[src/rtl/mem_stage_ctrl.sv]
// -----------------------------------------------------------------------------
// mem_stage_ctrl - memory stage of the WISC 16-bit pipeline.
//
// Sits directly after the ALU. LW/SW are sent to data memory over a req/ack
// handshake. Upstream is stalled while an access is outstanding. All other
// results go to writeback one cycle after capture.
//
// Ports
//   clk, rst_n          clock (rising edge), async active-low reset
//   ex_valid            EX presents an instruction (captured when !stall)
//   ex_opcode           4-bit opcode (8 = LW, 9 = SW)
//   ex_alu_out          ALU result / effective address
//   ex_store_data       SW data
//   ex_dst_reg          destination register id
//   stall               upstream must hold EX outputs (combinational)
//   mem_req/mem_wr      memory request, 1 = write
//   mem_addr/mem_wdata  word-aligned address, write data
//   mem_rdata/mem_ack   read data, qualified by the 1-cycle ack pulse
//   wb_valid/wb_we      writeback slot valid pulse, register write enable
//   wb_dst_reg/wb_data  writeback register id and data
//   mem_err             1-cycle pulse when an access is aborted on timeout
// -----------------------------------------------------------------------------
module mem_stage_ctrl #(
    parameter int DATA_W  = 16,
    parameter int REG_W   = 4,
    parameter int TIMEOUT = 255
) (
    input  logic              clk,
    input  logic              rst_n,
    input  logic              ex_valid,
    input  logic [3:0]        ex_opcode,
    input  logic [DATA_W-1:0] ex_alu_out,
    input  logic [DATA_W-1:0] ex_store_data,
    input  logic [REG_W-1:0]  ex_dst_reg,
    output logic              stall,
    output logic              mem_req,
    output logic              mem_wr,
    output logic [DATA_W-1:0] mem_addr,
    output logic [DATA_W-1:0] mem_wdata,
    input  logic [DATA_W-1:0] mem_rdata,
    input  logic              mem_ack,
    output logic              wb_valid,
    output logic              wb_we,
    output logic [REG_W-1:0]  wb_dst_reg,
    output logic [DATA_W-1:0] wb_data,
    output logic              mem_err
);

    localparam int CNT_W = (TIMEOUT > 1) ? $clog2(TIMEOUT) : 1;
    localparam logic [CNT_W-1:0] CNT_LAST = CNT_W'(TIMEOUT - 1);
    localparam logic [3:0] OP_LW = 4'h8;
    localparam logic [3:0] OP_SW = 4'h9;

    typedef enum logic [0:0] {
        ST_IDLE   = 1'b0,
        ST_ACCESS = 1'b1
    } state_t;

    // Register write enable for non-memory opcodes: B, BR and HLT write nothing.
    function automatic logic wb_we_of(input logic [3:0] op);
        logic we;
        case (op)
            4'hC, 4'hD, 4'hF: we = 1'b0;
            default:          we = 1'b1;
        endcase
        return we;
    endfunction

    state_t              r_state;
    logic [CNT_W-1:0]    r_cnt;
    logic                r_mem_req;
    logic                r_mem_wr;
    logic [DATA_W-1:0]   r_mem_addr;
    logic [DATA_W-1:0]   r_mem_wdata;
    logic                r_is_lw;
    logic [REG_W-1:0]    r_acc_dst;
    // One-entry holding slot for a non-memory result captured in the same
    // cycle an older writeback is emitted; it drains on the next edge.
    logic                r_pend_valid;
    logic                r_pend_we;
    logic [REG_W-1:0]    r_pend_dst;
    logic [DATA_W-1:0]   r_pend_data;
    logic                r_wb_valid;
    logic                r_wb_we;
    logic [REG_W-1:0]    r_wb_dst;
    logic [DATA_W-1:0]   r_wb_data;
    logic                r_mem_err;

    logic w_stall;
    logic w_capture;
    logic w_is_mem;
    logic w_new_mem;
    logic w_new_nonmem;
    logic w_done_ack;
    logic w_done_to;
    logic w_old_valid;

    assign w_stall      = (r_state == ST_ACCESS) && !mem_ack;
    assign w_capture    = ex_valid && !w_stall;
    assign w_is_mem     = (ex_opcode == OP_LW) || (ex_opcode == OP_SW);
    assign w_new_mem    = w_capture && w_is_mem;
    assign w_new_nonmem = w_capture && !w_is_mem;
    assign w_done_ack   = (r_state == ST_ACCESS) && mem_ack;
    assign w_done_to    = (r_state == ST_ACCESS) && !mem_ack && (r_cnt == CNT_LAST);
    // The holding slot is always empty while in ACCESS, so at most one older
    // writeback competes with a newly captured non-memory result.
    assign w_old_valid  = w_done_ack || w_done_to || r_pend_valid;

    // Access FSM, writeback ordering and all registered outputs.
    always_ff @(posedge clk or negedge rst_n) begin
        if (!rst_n) begin
            r_state      <= ST_IDLE;
            r_cnt        <= '0;
            r_mem_req    <= 1'b0;
            r_mem_wr     <= 1'b0;
            r_mem_addr   <= '0;
            r_mem_wdata  <= '0;
            r_is_lw      <= 1'b0;
            r_acc_dst    <= '0;
            r_pend_valid <= 1'b0;
            r_pend_we    <= 1'b0;
            r_pend_dst   <= '0;
            r_pend_data  <= '0;
            r_wb_valid   <= 1'b0;
            r_wb_we      <= 1'b0;
            r_wb_dst     <= '0;
            r_wb_data    <= '0;
            r_mem_err    <= 1'b0;
        end else begin
            r_wb_valid <= 1'b0;
            r_mem_err  <= 1'b0;

            // Oldest pending writeback goes out first.
            if (w_done_ack) begin
                r_wb_valid <= 1'b1;
                r_wb_we    <= r_is_lw;
                r_wb_dst   <= r_acc_dst;
                if (r_is_lw) begin
                    r_wb_data <= mem_rdata;
                end else begin
                    r_wb_data <= r_wb_data;
                end
            end else if (w_done_to) begin
                r_wb_valid <= 1'b1;
                r_wb_we    <= 1'b0;
                r_wb_dst   <= r_acc_dst;
                r_mem_err  <= 1'b1;
            end else if (r_pend_valid) begin
                r_wb_valid <= 1'b1;
                r_wb_we    <= r_pend_we;
                r_wb_dst   <= r_pend_dst;
                r_wb_data  <= r_pend_data;
            end else begin
                r_wb_we    <= r_wb_we;
            end

            // A new non-memory result either goes straight out or waits a cycle.
            r_pend_valid <= w_new_nonmem && w_old_valid;
            if (w_new_nonmem) begin
                if (w_old_valid) begin
                    r_pend_we   <= wb_we_of(ex_opcode);
                    r_pend_dst  <= ex_dst_reg;
                    r_pend_data <= ex_alu_out;
                end else begin
                    r_wb_valid  <= 1'b1;
                    r_wb_we     <= wb_we_of(ex_opcode);
                    r_wb_dst    <= ex_dst_reg;
                    r_wb_data   <= ex_alu_out;
                end
            end else begin
                r_pend_data <= r_pend_data;
            end

            case (r_state)
                ST_IDLE: begin
                    if (w_new_mem) begin
                        r_state     <= ST_ACCESS;
                        r_mem_req   <= 1'b1;
                        r_mem_wr    <= (ex_opcode == OP_SW);
                        r_mem_addr  <= {ex_alu_out[DATA_W-1:1], 1'b0};
                        r_mem_wdata <= ex_store_data;
                        r_is_lw     <= (ex_opcode == OP_LW);
                        r_acc_dst   <= ex_dst_reg;
                        r_cnt       <= '0;
                    end else begin
                        r_state     <= ST_IDLE;
                    end
                end
                ST_ACCESS: begin
                    if (mem_ack) begin
                        // Upstream advances in the ack cycle; a new LW/SW
                        // keeps mem_req high with the new address/data.
                        if (w_new_mem) begin
                            r_state     <= ST_ACCESS;
                            r_mem_req   <= 1'b1;
                            r_mem_wr    <= (ex_opcode == OP_SW);
                            r_mem_addr  <= {ex_alu_out[DATA_W-1:1], 1'b0};
                            r_mem_wdata <= ex_store_data;
                            r_is_lw     <= (ex_opcode == OP_LW);
                            r_acc_dst   <= ex_dst_reg;
                            r_cnt       <= '0;
                        end else begin
                            r_state     <= ST_IDLE;
                            r_mem_req   <= 1'b0;
                        end
                    end else if (r_cnt == CNT_LAST) begin
                        r_state   <= ST_IDLE;
                        r_mem_req <= 1'b0;
                    end else begin
                        r_cnt     <= r_cnt + CNT_W'(1);
                    end
                end
                default: begin
                    r_state   <= ST_IDLE;
                    r_mem_req <= 1'b0;
                end
            endcase
        end
    end

    assign stall      = w_stall;
    assign mem_req    = r_mem_req;
    assign mem_wr     = r_mem_wr;
    assign mem_addr   = r_mem_addr;
    assign mem_wdata  = r_mem_wdata;
    assign wb_valid   = r_wb_valid;
    assign wb_we      = r_wb_we;
    assign wb_dst_reg = r_wb_dst;
    assign wb_data    = r_wb_data;
    assign mem_err    = r_mem_err;

endmodule

[config.mk]
export PLATFORM = sky130hd
export DESIGN_NAME = mem_stage_ctrl
export DESIGN_NICKNAME = d
export VERILOG_FILES = /design/src/rtl/mem_stage_ctrl.sv
export SDC_FILE = /design/constraint.sdc
export NUM_CORES = 1
export LEC_CHECK = 0
export ABC_AREA = 0
export BUFFER_PORTS_ARGS = -buffer_cell sky130_fd_sc_hd__buf_2
export CAP_MARGIN = 40
export CELL_PAD_IN_SITES_DETAIL_PLACEMENT = 1
export CELL_PAD_IN_SITES_GLOBAL_PLACEMENT = 2
export CORE_MARGIN = 5
export CORE_UTILIZATION = 37
export CTS_BUF_LIST = sky130_fd_sc_hd__clkbuf_16
export DETAILED_ROUTE_END_ITERATION = 16
export GPL_TIMING_DRIVEN = 0
export PLACE_DENSITY = 0.83
export SLEW_MARGIN = 20
export SYNTH_ARGS = -nofsm -noshare
export SYNTH_HDL_FRONTEND = slang
export SYNTH_SLANG_ARGS = --single-unit
[constraint.sdc]
create_clock -name clk -period 2.9 [get_ports clk]
set_input_delay 0.435 -clock clk [delete_from_list [all_inputs] [get_ports clk]]
set_output_delay 0.435 -clock clk [all_outputs]
set_load 0.02 [all_outputs]
# After elaboration in Yosys (flattened, before gate mapping)
# Cells that the tools add are included.
# Widths: inputs -> output; s select.
dict set report word_totals {
  reg_bits 93
  inputBits 60
}
dict set report op_classes {
  n_addsub 1
  reduce_logical 16
  n_bitwise 1
  eq_ne 10
  muxes 51
}
# operator n
set ops {}
lappend ops {{$mux 16} 10}
lappend ops {{$pmux 16 s2} 2}
lappend ops {{$mux 4} 7}
lappend ops {{$mux 8} 3}
lappend ops {{$mux 1} 23}
lappend ops {{$eq 4x4->1 const B} 5}
lappend ops {{$pmux 8 s2} 1}
lappend ops {{$add 8x1->8 const B} 1}
lappend ops {{$eq 8x8->1 const B} 1}
lappend ops {{$pmux 1 s2} 4}
lappend ops {{$pmux 4 s2} 1}
lappend ops {{$logic_and 1x1->1} 7}
lappend ops {{$ne 2x2->1 const B} 2}
lappend ops {{$reduce_and 2->1} 2}
lappend ops {{$logic_not 1->1} 3}
lappend ops {{$logic_or 1x1->1} 3}
lappend ops {{$ne 3x2->1 const B} 1}
lappend ops {{$ne 3x3->1 const B} 1}
lappend ops {{$reduce_or 3->1} 1}
lappend ops {{$not 1->1} 1}

# Logic depth before layout (Yosys ltp)
# Gate-level depths: netlist (run 1).
dict set report depth {
  ltp_word 8
  ltp_mapped 7
  mapped_depth_nobuf 6
}

# Least setup slack after synthesis (run 1)
# No wires, ideal clock.
dict set report synth_timing {
  path_kind {input -> register}
  from {in ex_opcode[1]}
  to {reg r_pend_data[10]}
  setup_ps 125
  t_arrival_ps 1557
  setup_slack_ps 1218
  stages 4
  cell_sequence {or3b_4 o211ai_1 buf_4 mux2_2}
}
dict set report synth_via {
  elab_chain_cells 5
}
# item line_no
set synth_lines {}
lappend synth_lines {{start: declaration} 31} ;# input logic [3:0] ex_opcode,
lappend synth_lines {{$eq 4x4->1} 100} ;# assign w_is_mem = (ex_opcode == OP_LW) || (ex_opcode == OP_SW);
lappend synth_lines {{$logic_or 1x1->1 (*)} 100}
lappend synth_lines {{$logic_not 1->1 (*)} 102} ;# assign w_new_nonmem = w_capture && !w_is_mem;
lappend synth_lines {{$logic_and 1x1->1 (*)} 102}
lappend synth_lines {{$reduce_and 2->1 (no source line) (*)} -}
lappend synth_lines {{end signal: assignment} 163} ;# r_pend_data <= ex_alu_out;
lappend synth_lines {{end signal: assignment} 171} ;# r_pend_data <= r_pend_data;
lappend synth_lines {{end: declaration} 82} ;# logic [DATA_W-1:0] r_pend_data;
# Mark *: on every way between the ends. The rest lies on a longest branch, timed or not.
# A chain may end at the register's enable or synchronous reset.

# Worst setup path in the final report (run 1)
dict set report layout_timing {
  from {reg r_cnt[0]}
  to {reg r_wb_data[10] (netlist: wb_data[10])}
}
dict set report layout_via {
  elab_chain_cells 6
}
# item line_no
set layout_lines {}
lappend layout_lines {{start: declaration} 70} ;# logic [CNT_W-1:0] r_cnt;
lappend layout_lines {{start signal: assignment} 210} ;# r_cnt <= r_cnt + CNT_W'(1);
lappend layout_lines {{$eq 8x8->1 (*)} 104} ;# assign w_done_to = (r_state == ST_ACCESS) && !mem_ack && (r_cnt == CNT_LAST);
lappend layout_lines {{$logic_and 1x1->1 (*)} 104}
lappend layout_lines {{$mux 16 or $logic_or 1x1->1 (tied branches)} {143, 107}}
lappend layout_lines {{$mux 16 or $logic_or 1x1->1 (tied branches)} {134, 107}}
lappend layout_lines {{$mux 16} 160} ;# if (w_old_valid) begin
lappend layout_lines {{$mux 16 (*)} 159} ;# if (w_new_nonmem) begin
lappend layout_lines {{end signal: assignment} 139} ;# r_wb_data <= mem_rdata;
lappend layout_lines {{end signal: assignment} 141} ;# r_wb_data <= r_wb_data;
lappend layout_lines {{end signal: assignment} 168} ;# r_wb_data <= ex_alu_out;
lappend layout_lines {{end: declaration} 86} ;# logic [DATA_W-1:0] r_wb_data;
# Marks and branches as above.

==> impl_results.md, run 1 <==
- Fraction of registers with async set/reset: 100.0%
- Crit path depth: 7
- Synthesized Nets: 412
- EDFF count, synth: 0
- Synthesized flop and latch total: 92
- Die Height: 118.4 um
- WHS Path Cells: 2
- Hold WS: 321.2 ps
- Critical-path top delay cell: dfrtp_1
- Input/output buffers: 116
- Synth Area in XOR/XNOR: 0%
- Antenna-violating nets left: 0
- Setup CP Type: flop to flop
- Nets@finish: 541
- Worst reg2reg setup slack: 940 ps
- Diode count: 0
- Worst Min Path Start: ex_store_data[15]
- Core ar.: 11470 sq um
- Slew Viols, Final: 0
- Synth Cell Area: 4349 sq um
- Deepest clock path buffer count: 2
- Post-CTS Hold Fix Bufs: 1
- CTS root buffer: clkbuf_16
- Initial Util: 37.93%
- Worst path top cell family by delay: simple AND/OR/NAND/NOR gates
- Layout area overhead: 25.00%
- Critical Path RT: 3160 ps
- Crit-path max cell delay: 440 ps
- Yosys synthesis warning count: 0
- Final setup viols: 0
- Routed len/inst: 18.44 um
- Final Cycle Share: 67.70%
- Crit path launch type: flop
- Fin. Hold Viols: 0
- Worst-Skew Late Latency: 340 ps
- Worst Max-Slew Pin Slew: 627.7 ps
- Compound-cell area share of the yosys netlist: 10.96%
- Gate Count Post-Synth: 350
- Worst R2R Start: r_cnt[0]
- Clk sinks: 92
- H-tree Lvls: 3
- DP Wirelength: 8370 um
- Register area share after synthesis: 52.93%
- Buf/Inv on CP: 2
- TNS Setup: 0 ps
- Global-route wire length before repair: 19460 um
- Gr ovfl total: 0
- Worst R2R End: wb_data[10]
- Drt via density: 5.233
- Critical path cell sequence: inv_1 -> ha_1 -> nand3_1 -> nor3_4 -> buf_2 -> a21oi_1 -> o21ai_1
- Synth Area in Adders: 0.5754%
- Peak Freq: 509.4 MHz
- Num rows: 39
- CP arrival: 2220 ps
- Simple-gate share of the synthesized area: 8.055%
- Final worst slack: 936.8 ps
- Skew final: 5.228 ps
- Setup Fix Bufs, Post-CTS: 0
- # DRC: 0
- Min cycle time layout: 1963 ps
- Total of max-cap violations: 0
- Hold/Removal Path Class: input port to flop
- CP Max Fanout: 10
- LEAKAGE: 0.002534 uW
- CP Capture Type: flop
- Vias in the first global route: 3728
- IR drop worst, VDD: 324.8 uV
- RSZ-0062 raised after global routing: false
- Initial DRC count: 104
- Status: finished, final reports clean
- Post-synth top flop: dfrtp_1
- Largest family of logic cells by synthesized area: multiplexers
- Reg clk slew, reported paths: 60 ps
- Mapped Avg Cell Area: 12.43 sq um
- Slew margin rel.: 58.15%
- CTS tree: yes
- Worst slack, placed: 928.4 ps
- Pre-antenna DRT Iters: 4
- Reg2reg path depth: 7
- Cts bufs inserted: 9
- Power Total: 3895 uW
- Antenna violations before repair: 0
- Total global routing track utilization: 17.09%
- Io pins: 118
- Vias: 3281
- RePlAce Congestion: 0.7707
- Die area: 14020 sq um
- Post-cts resize count: 0
- Die width: 118.4 um
- Share of cells above drive strength 1: 45.04%
- Post-synthesis mux area share: 23.76%
- Sink of the worst hold path: mem_wdata[15]
- Pwr dens: 716.5 nW/um^2
- Largest net degree at the start of global routing: 78
- Final wirelength: 11560 um
- Post-synth cell types: 43
[synthesized netlist by cell type, types with 4 or more instances]
library cell	n	area (sq um)
clkbuf_1	4	15.01
nand3_1	12	60.06
mux2i_1	38	380.4
nand2_1	10	37.54
dfrtp_1	92	2302
a21oi_1	20	100.1
buf_6	4	45.04
nor2_1	7	26.28
o21ai_1	14	70.07
mux2_2	58	653.1
buf_2	8	40.04
o221a_2	4	45.04
o21ai_0	7	35.03
nand2b_1	16	100.1
a22oi_1	16	120.1
inv_1	6	22.52
buf_4	4	30.03
[worst register-to-register path, cell delays in order, from the launching register on]
cell and delay, ps:
dfrtp_1 440, inv_1 80, ha_1 160, nand3_1 190, nor3_4 400, buf_2 340
a21oi_1 120, o21ai_1 140
[kinds of logic after synthesis]
| kind of cell | Yosys count |
|---|---|
| simple gates | 60 |
| buf+inv | 27 |
| fa+ha+maj | 2 |
| other cells | 1 |
| compound gates | 72 |
| mux | 96 |
| flops | 92 |
[power by group]
part	switching, uW	internal (uW)
clock network	483	656
logic	554	455
registers	172	1570
total	1210	2690
[through the flow]
stage	util, %	instances	area [sq um]
after floorplan	-	350	4349
after global placement	44.55	609	5109
after detailed placement	44.84	610	5142
after CTS	47.41	627	5436
after global routing	47.41	627	5436
final	47.41	627	5436
[area by class of cell]
| cell class | count | area (sq um) |
|---|---|---|
| Tap cell | 143 | 178.9 |
| Sequential cell | 92 | 2302 |
| Buffer | 21 | 135.1 |
| Multi-Input combinational cell | 231 | 1889 |
| Inverter | 6 | 22.52 |
| Clock buffer | 9 | 225.2 |
| Timing Repair Buffer | 118 | 624.3 |
| Clock inverter | 7 | 58.81 |
| Fill cell | 1265 | 6031 |
[metal layers]
layer  up-vias  GRT usage, %  share of wire (%)
li1       1535             -                  -
met1      1666         20.90                 43
met2        66         29.99                 52
met3        14         3.056                3.6
met4         0         6.520                1.8
met5         -             0                  0
[placed cells by master (no fill, tap or decap), drive strengths merged, types with 2 or more instances in the layout]
cell / Yosys / layout
o221a: 4 / 4
o211ai: 2 / 2
ha: 2 / 2
nand4: 2 / 2
dfrtp: 92 / 92
nor3: 3 / 3
clkbuf: 5 / 14
nor2: 7 / 7
nand2: 11 / 11
and4: 2 / 2
clkinv: 0 / 4
nand2b: 17 / 17
nand3: 12 / 12
buf: 16 / 133
a22oi: 16 / 16
mux2i: 38 / 38
a21oi: 20 / 20
o21ai: 21 / 21
inv: 6 / 7
mux2: 58 / 58
[worst max path at each step]
stage                       from               to  slack (ps)
finish                  r_cnt[0]      wb_data[10]         940
global route            r_cnt[0]      wb_data[10]         790
CTS                     r_cnt[0]      wb_data[10]         940
detailed placement  ex_opcode[1]   r_pend_data[9]         930
global placement           rst_n      mem_addr[5]         450
floorplan           ex_opcode[1]  r_pend_data[10]        1220
Power figures use the tool's default switching activity.
==> run 2: changes to the inputs <==
--- a/config.mk
+++ b/config.mk
@@ -5,17 +5,17 @@
 export SDC_FILE = /design/constraint.sdc
 export NUM_CORES = 1
 export LEC_CHECK = 0
-export ABC_AREA = 0
+export ABC_AREA = 1
 export BUFFER_PORTS_ARGS = -buffer_cell sky130_fd_sc_hd__buf_2
 export CAP_MARGIN = 40
 export CELL_PAD_IN_SITES_DETAIL_PLACEMENT = 1
 export CELL_PAD_IN_SITES_GLOBAL_PLACEMENT = 2
 export CORE_MARGIN = 5
-export CORE_UTILIZATION = 37
+export CORE_UTILIZATION = 30
 export CTS_BUF_LIST = sky130_fd_sc_hd__clkbuf_16
 export DETAILED_ROUTE_END_ITERATION = 16
 export GPL_TIMING_DRIVEN = 0
-export PLACE_DENSITY = 0.83
+export PLACE_DENSITY = 0.78
 export SLEW_MARGIN = 20
 export SYNTH_ARGS = -nofsm -noshare
 export SYNTH_HDL_FRONTEND = slang
==> constraint.sdc (replaced) <==
create_clock -name clk -period 1.98 [get_ports clk]
set_input_delay 0.297 -clock clk [delete_from_list [all_inputs] [get_ports clk]]
set_output_delay 0.297 -clock clk [all_outputs]
set_load 0.02 [all_outputs]
==> run 2 against run 1 <==
Compared with the run above: flip-flop and latch count is the same; largest power group unchanged; largest cell class unchanged; critical path depth grew 4; core utilization shrank 9.3 points; critical path type unchanged.
==> impl_results.md, run 2 <==
- Status: finished, final reports clean
- Share of cells above drive strength 1: 23.46% (-22 points)
- Core ar.: 15150 sq um (+32%)
- Total global routing track utilization: 17.79% (+0.70 points)
- Placed Cells: 915 (+50%)
- Fraction of registers with async set/reset: 100.0% (unchanged)
- Net Switching: 1934 uW (+60%)
- Reg power frac: 45.8% (+1.0 points)
- Worst-Skew Late Latency: 350 ps (about the same)
- Critical Path RT: 2230 ps (-930 ps)
- Global-route wire length before repair: 25210 um (+30%)
- Largest net degree at the start of global routing: 59 (-24%)
- Num rows: 45 (+15%)
- Fillers: 1914 (+51%)
- Routed len/inst: 16.34 um (-11%)
- Leading area contributor after synthesis: dfrtp_1
- DP Wirelength: 11290 um (+35%)
- Final Cycle Share: 93.14% (+25 points)
- Setup CP Type: flop to flop
- Clock share of power: 28.1% (-1.1 points)
- IR drop worst, VDD: 408.0 uV (+26%)
- RePlAce Congestion: 0.7607 (-1.3%)
- Worst slack, placed: -199.0 ps (-1127 ps)
- Worst Max-Slew Pin Slew: 645.1 ps (+17.41 ps)
- Diode count: 0 (unchanged)
- Mapped Avg Cell Area: 7.569 sq um (-39%)
- Post-synth top flop: dfrtp_1
- # DRC: 0 (unchanged)
- Die width: 134.1 um (+13%)
- Peak Freq: 542.3 MHz (+6.5%)
- Input/output buffers: 116 (unchanged)
- Antenna violations before repair: 0 (unchanged)
- Synth Cell Area: 4617 sq um (+6.2%)
- Vias: 4366 (+33%)
- Register area share after synthesis: 49.86% (-3.1 points)
- CTS root buffer: clkbuf_16
- Final worst slack: 135.9 ps (-800.9 ps)
- Die area: 17970 sq um (+28%)
- Crit path launch type: flop
- Initial DRC count: 189 (+82%)
- Synthesized Nets: 672 (+63%)
- Reg clk slew, reported paths: 70 ps (about the same)
- EDFF count, synth: 0 (unchanged)
- Vias in the first global route: 4817 (+29%)
- Fin. Hold Viols: 0 (unchanged)
- Final std cells w/o fill: 934 (+49%)
- Die Height: 134.1 um (+13%)
- Switching Fraction: 34.89% (+3.8 points)
- Most common cell after layout, fill and taps aside: nand2_1
- Gate Count Post-Synth: 610 (+74%)
- CP Capture Type: flop
- Slew Viols, Final: 0 (unchanged)
- Synthesized flop and latch total: 92 (unchanged)
- Initial Util: 30.48% (-7.4 points)
- Io pins: 118 (unchanged)
- Core Util, Final: 38.09% (-9.3 points)
- Pwr dens: 960.8 nW/um^2 (+34%)
- Skew final: 5.945 ps (+0.7170 ps)
- Pre-antenna DRT Iters: 4 (unchanged)
- Antenna-violating nets left: 0 (unchanged)
- CP Max Fanout: 10 (unchanged)
- Total of max-cap violations: 0 (unchanged)
- CTS tree: yes
- Pint: 3609 uW (+34%)
- CP arrival: 2090 ps (-130 ps)
- Clk sinks: 92 (unchanged)
- Post-synth cell types: 30 (-30%)
- Final setup viols: 0 (unchanged)
- H-tree Lvls: 3 (unchanged)
- Most frequent cells in the layout: 218 x nand2_1, 127 x buf_2, 92 x dfrtp_1
- Cts bufs inserted: 9 (unchanged)
- Deepest clock path buffer count: 2 (unchanged)
- Nets@finish: 805 (+49%)
- Largest cells by area after synthesis: dfrtp_1 50%, nand2_1 18%, inv_1 6.6%
- Comb pwr share: 26.1% (+0.2 points)
- Slew margin rel.: 56.99% (-1.2 points)
- Yosys top cell area share: 49.86% (-3.1 points)
- Hold/Removal Path Class: input port to flop
- Most common cell in the netlist: nand2_1
- LEAKAGE: 0.003244 uW (+28%)
- Gr ovfl total: 0 (unchanged)
- Yosys synthesis warning count: 0 (unchanged)
- Layout area overhead: 24.96% (about the same)
- Synth cell count leaders: 218 x nand2_1, 92 x dfrtp_1, 81 x inv_1, 58 x o21ai_0, 32 x nand3_1
- Drt via density: 4.675 (-11%)
- Min cycle time layout: 1844 ps (-119.1 ps)
- Final wirelength: 15270 um (+32%)
run 2: changes by cell type after synthesis, sizes merged, moves of 9 or more:
cell / delta
mux2i: -37
nand2: +214
nand2b: -17
inv: +81
nand3: +21
a21oi: -11
o21ai: +54
a22oi: -16
nand4: +9
mux2: -58
nor2: +29
run 2: power groups by stage:
stage / logic [uW] / clock network [uW] / registers, uW
final: 1440 / 1560 / 2540
after floorplan: 634 / 0 / 2790
after global routing: 1640 / 1680 / 2600
after global placement: 1410 / 0 / 2550
after CTS: 1470 / 1600 / 2550
after detailed placement: 1460 / 0 / 2570
run 2: metrics by stage:
stage               total power, uW  TNS, ps  cell area [sq um]  hold WS [ps]
floorplan                      3424        0               4617         1.409
global placement               3964   -44170               5433         461.6
detailed placement             4037    -3681               5466         221.6
CTS                            5621        0               5733         127.2
global route                   5920  -0.4103               5769         139.2
finish                         5543        0               5769         132.7
run 2: worst paths after layout:
check	from	end	slack [ps]	cells after the start
max in group asynchronous	rst_n	mem_addr[9]	970	3
max reg2reg	r_cnt[0]	wb_data[12]	140	11
min in group asynchronous	rst_n	mem_wdata[2]	410	2
max	r_cnt[0]	wb_data[12]	140	11
min	ex_store_data[0]	mem_wdata[0]	130	3
min reg2reg	mem_wdata[6]	mem_wdata[6]	480	2
run 2: cell families (layout without fill, tap and decap cells):
family | count (synthesis) | count (layout) | share of synthesized area (%)
compound gates | 91 | 91 | 10.38
fa+ha+maj | 2 | 2 | 0.5419
other cells | 1 | 1 | 0.08122
mux | 1 | 1 | 0.2168
flops | 92 | 92 | 49.86
simple gates | 309 | 309 | 28.48
buf+inv | 114 | 250 | 10.43
run 2: area by class of cell:
| type | instances | area (sq um) | share of cell area [%] |
|---|---|---|---|
| sequential | 92 | 2302 | 39.90 |
| multi-input combinational | 404 | 1838 | 31.86 |
| timing repair buffer | 122 | 654.4 | 11.34 |
| inverter | 87 | 331.6 | 5.747 |
| tap | 188 | 235.2 | 4.077 |
| clock buffer | 9 | 225.2 | 3.904 |
| buffer | 27 | 158.9 | 2.754 |
| clock inverter | 5 | 23.77 | 0.4121 |
run 2: repair_timing:
item                                    CTS  global route
setup buffers                             0             4
gates resized for setup                   2             4
hold buffers                              1             0
endpoints found under the setup margin   47            55
endpoints found under the hold margin    34             0
pin swaps                                 0             2
run 2: per-layer routing:
layer  track usage, %  up-vias  part of all wire [%]
li1                 -     2160                     -
met1            22.27     2099                    45
met2            30.46       89                    49
met3            3.601       18                   4.5
met4            6.561        0                   1.9
met5                0        -                     0
run 2: critical path, cell delays in order, from the launching register on:
cell and delay, ps:
dfrtp_1 430, inv_1 70, ha_1 200, inv_1 100, nor2_4 60, nand3_4 110
nand4_4 210, inv_6 190, buf_6 180, nand2_1 80, nand2_1 70, inv_1 30
==> run 3: changes to the inputs <==
--- a/config.mk
+++ b/config.mk
@@ -5,17 +5,16 @@
 export SDC_FILE = /design/constraint.sdc
 export NUM_CORES = 1
 export LEC_CHECK = 0
-export ABC_AREA = 1
 export BUFFER_PORTS_ARGS = -buffer_cell sky130_fd_sc_hd__buf_2
 export CAP_MARGIN = 40
 export CELL_PAD_IN_SITES_DETAIL_PLACEMENT = 1
 export CELL_PAD_IN_SITES_GLOBAL_PLACEMENT = 2
 export CORE_MARGIN = 5
-export CORE_UTILIZATION = 30
+export CORE_UTILIZATION = 34
 export CTS_BUF_LIST = sky130_fd_sc_hd__clkbuf_16
 export DETAILED_ROUTE_END_ITERATION = 16
 export GPL_TIMING_DRIVEN = 0
-export PLACE_DENSITY = 0.78
+export PLACE_DENSITY = 0.77
 export SLEW_MARGIN = 20
 export SYNTH_ARGS = -nofsm -noshare
 export SYNTH_HDL_FRONTEND = slang
==> run 3 against run 2 <==
Compared with the run above: die area decreased by 16%; combinational power about the same; clock-buffer cell count unchanged; highest routed layer unchanged; setup slack lost 4.4 ps; critical path depth is 7 lower; design area down 3.8%; first-iteration DRC count is 24% lower; sequential share of layout area increased by 1.6 points; power up 7.7%; clock skew grew 2.6 ps; clock power is 25% higher; core utilization increased by 6.1 points.
==> impl_results.md, run 3 (synthesis gave the netlist of run 1 again) <==
- Antenna violations before repair: 0 (unchanged)
- Final worst slack: 131.5 ps (-4.388 ps)
- Switching Fraction: 29.75% (-5.1 points)
- Num rows: 41 (-8.9%)
- Comb pwr share: 24.6% (-1.5 points)
- Drt via density: 4.953 (+6.0%)
- Die area: 15150 sq um (-16%)
- Largest net degree at the start of global routing: 64 (+8.5%)
- Io pins: 118 (unchanged)
- CP Capture Type: flop
- Worst-Skew Late Latency: 350 ps (about the same)
- Worst slack, placed: 55.26 ps (+254.2 ps)
- Reg2reg path depth: 4 (-7)
- Final setup viols: 0 (unchanged)
- Deepest clock path buffer count: 2 (unchanged)
- Pint: 4193 uW (+16%)
- Final wirelength: 11600 um (-24%)
- Crit-path max cell delay: 440 ps (about the same)
- Nets@finish: 544 (-32%)
- Net Switching: 1775 uW (-8.2%)
- CP arrival: 2080 ps (about the same)
- Setup CP Type: flop to flop
- Global-route wire length before repair: 19340 um (-23%)
- Total of max-cap violations: 0 (unchanged)
- Vias: 3264 (-25%)
- Hold WS: 182.0 ps (+49.38 ps)
- Layout area overhead: 27.65%
- Critical Path RT: 2210 ps (-20 ps)
- Total global routing track utilization: 16.67% (-1.1 points)
- Slew margin rel.: 60.51% (+3.5 points)
- RePlAce Congestion: 0.7804 (+2.6%)
- Critical path cell sequence: and2_1 -> o211ai_1 -> buf_4 -> mux2_2
- Reg clk slew, reported paths: 70 ps (about the same)
- Fin. Hold Viols: 0 (unchanged)
- Reg power frac: 42.8% (-3.0 points)
- Share of cells above drive strength 1: 45.59% (+22 points)
- CTS root buffer: clkbuf_16
- CTS tree: yes
- Slew Viols, Final: 0 (unchanged)
- Initial DRC count: 143 (-24%)
- Core ar.: 12570 sq um (-17%)
- Routed len/inst: 17.60 um (+7.7%)
- Gr ovfl total: 0 (unchanged)
- H-tree Lvls: 3 (unchanged)
- Hold/Removal Path Class: input port to flop
- CP Max Fanout: 10 (unchanged)
- Pre-antenna DRT Iters: 4 (unchanged)
- Flip-flop and latch area: 2302 sq um (unchanged)
- Status: finished, final reports clean
- Initial Util: 34.60% (+4.1 points)
- # DRC: 0 (unchanged)
- Diode count: 0 (unchanged)
- LEAKAGE: 0.002577 uW (-21%)
- Skew final: 8.524 ps (+2.579 ps)
- Min cycle time layout: 1849 ps (+4.388 ps)
- Vias in the first global route: 3595 (-25%)
- Fillers: 1390 (-27%)
- Antenna-violating nets left: 0 (unchanged)
- Final Cycle Share: 93.36% (+0.22 points)
- Most common cell after layout, fill and taps aside: buf_2
- Clk sinks: 92 (unchanged)
- Area of the multi-input gates: 1893 sq um (+3.0%)
- Cts bufs inserted: 9 (unchanged)
- Crit path launch type: flop
- Die Height: 123.1 um (-8.2%)
- Critical-path top delay cell: dfrtp_1
- DP Wirelength: 8471 um (-25%)
- Clock share of power: 32.7% (+4.6 points)
- RSZ-0062 raised after global routing: false
- Worst Max-Slew Pin Slew: 592.3 ps (-52.79 ps)
- Input/output buffers: 116 (unchanged)
- IR drop worst, VDD: 705.3 uV (+73%)
- Peak Freq: 541.0 MHz (-0.24%)
- Most frequent cells in the layout: 121 x buf_2, 92 x dfrtp_1, 58 x mux2_2
- WHS Path Cells: 2 (-1)
- Pwr dens: 1075 nW/um^2 (+12%)
- Die width: 123.1 um (-8.2%)
## run 3: cell type report
| type | count | share of cell area, % |
|---|---|---|
| flip-flops and latches | 92 | 41.47 |
| plain buffers | 21 | 2.524 |
| clock buffers | 9 | 4.057 |
| inverters | 6 | 0.4057 |
| multi-input cells | 231 | 34.10 |
| clock inverters | 7 | 1.916 |
| repair buffers | 121 | 11.65 |
| well taps | 172 | 3.876 |
## run 3: metal layers
layer,vias to the layer above,GRT usage (%),routed length [um]
met3,12,2.882,396
met1,1651,21.12,4963
li1,1547,-,-
met4,0,7.059,221
met5,-,0,0
met2,54,28.15,6016
## run 3: path summary, 6_finish.rpt
| path | start | end | slack, ps |
|---|---|---|---|
| max | r_state | r_pend_data[14] | 130 |
| min in group asynchronous | rst_n | mem_wdata[9] | 390 |
| max in group asynchronous | rst_n | mem_addr[7] | 980 |
| min | ex_opcode[0] | r_is_lw | 180 |
| min reg2reg | mem_req | mem_req | 480 |
| max reg2reg | r_state | r_pend_data[14] | 130 |
## run 3: power by group through the flow
| stage | logic, uW | clock network, uW | registers, uW |
|---|---|---|---|
| floorplan | 679 | 0 | 2840 |
| global placement | 1440 | 0 | 2550 |
| detailed placement | 1500 | 0 | 2590 |
| CTS | 1500 | 2010 | 2560 |
| global route | 1620 | 2110 | 2620 |
| finish | 1470 | 1950 | 2550 |
## run 3: metrics by stage
stage | util, % | power [uW] | cells | cell area, sq um | setup TNS [ps]
final | 44.17 | 5968 | 659 | 5552 | 0
after global routing | 44.17 | 6341 | 659 | 5552 | 0
after CTS | 43.92 | 6071 | 656 | 5520 | 0
after detailed placement | 41.20 | 4086 | 639 | 5179 | 0
after global placement | 40.94 | 3998 | 638 | 5145 | -31210
after floorplan | - | 3515 | 350 | 4349 | 0
## run 3: repair_timing
action / 4_1_cts / 5_1_grt
buffers inserted: 0 / 3
hold buffers: 1 / 0
hold endpoints to repair: 29 / 0
setup endpoints to repair: 0 / 14
resized for setup: 0 / 3
## run 3: critical path, delay by kind of cell (launching register included)
| family | cells | cell delay [ps] |
|---|---|---|
| buffers and inverters | 1 | 310 |
| multiplexers | 1 | 360 |
| AND/OR/NAND/NOR | 1 | 190 |
| AO/OA/AOI/OAI | 1 | 410 |
| flip-flops | 1 | 440 |
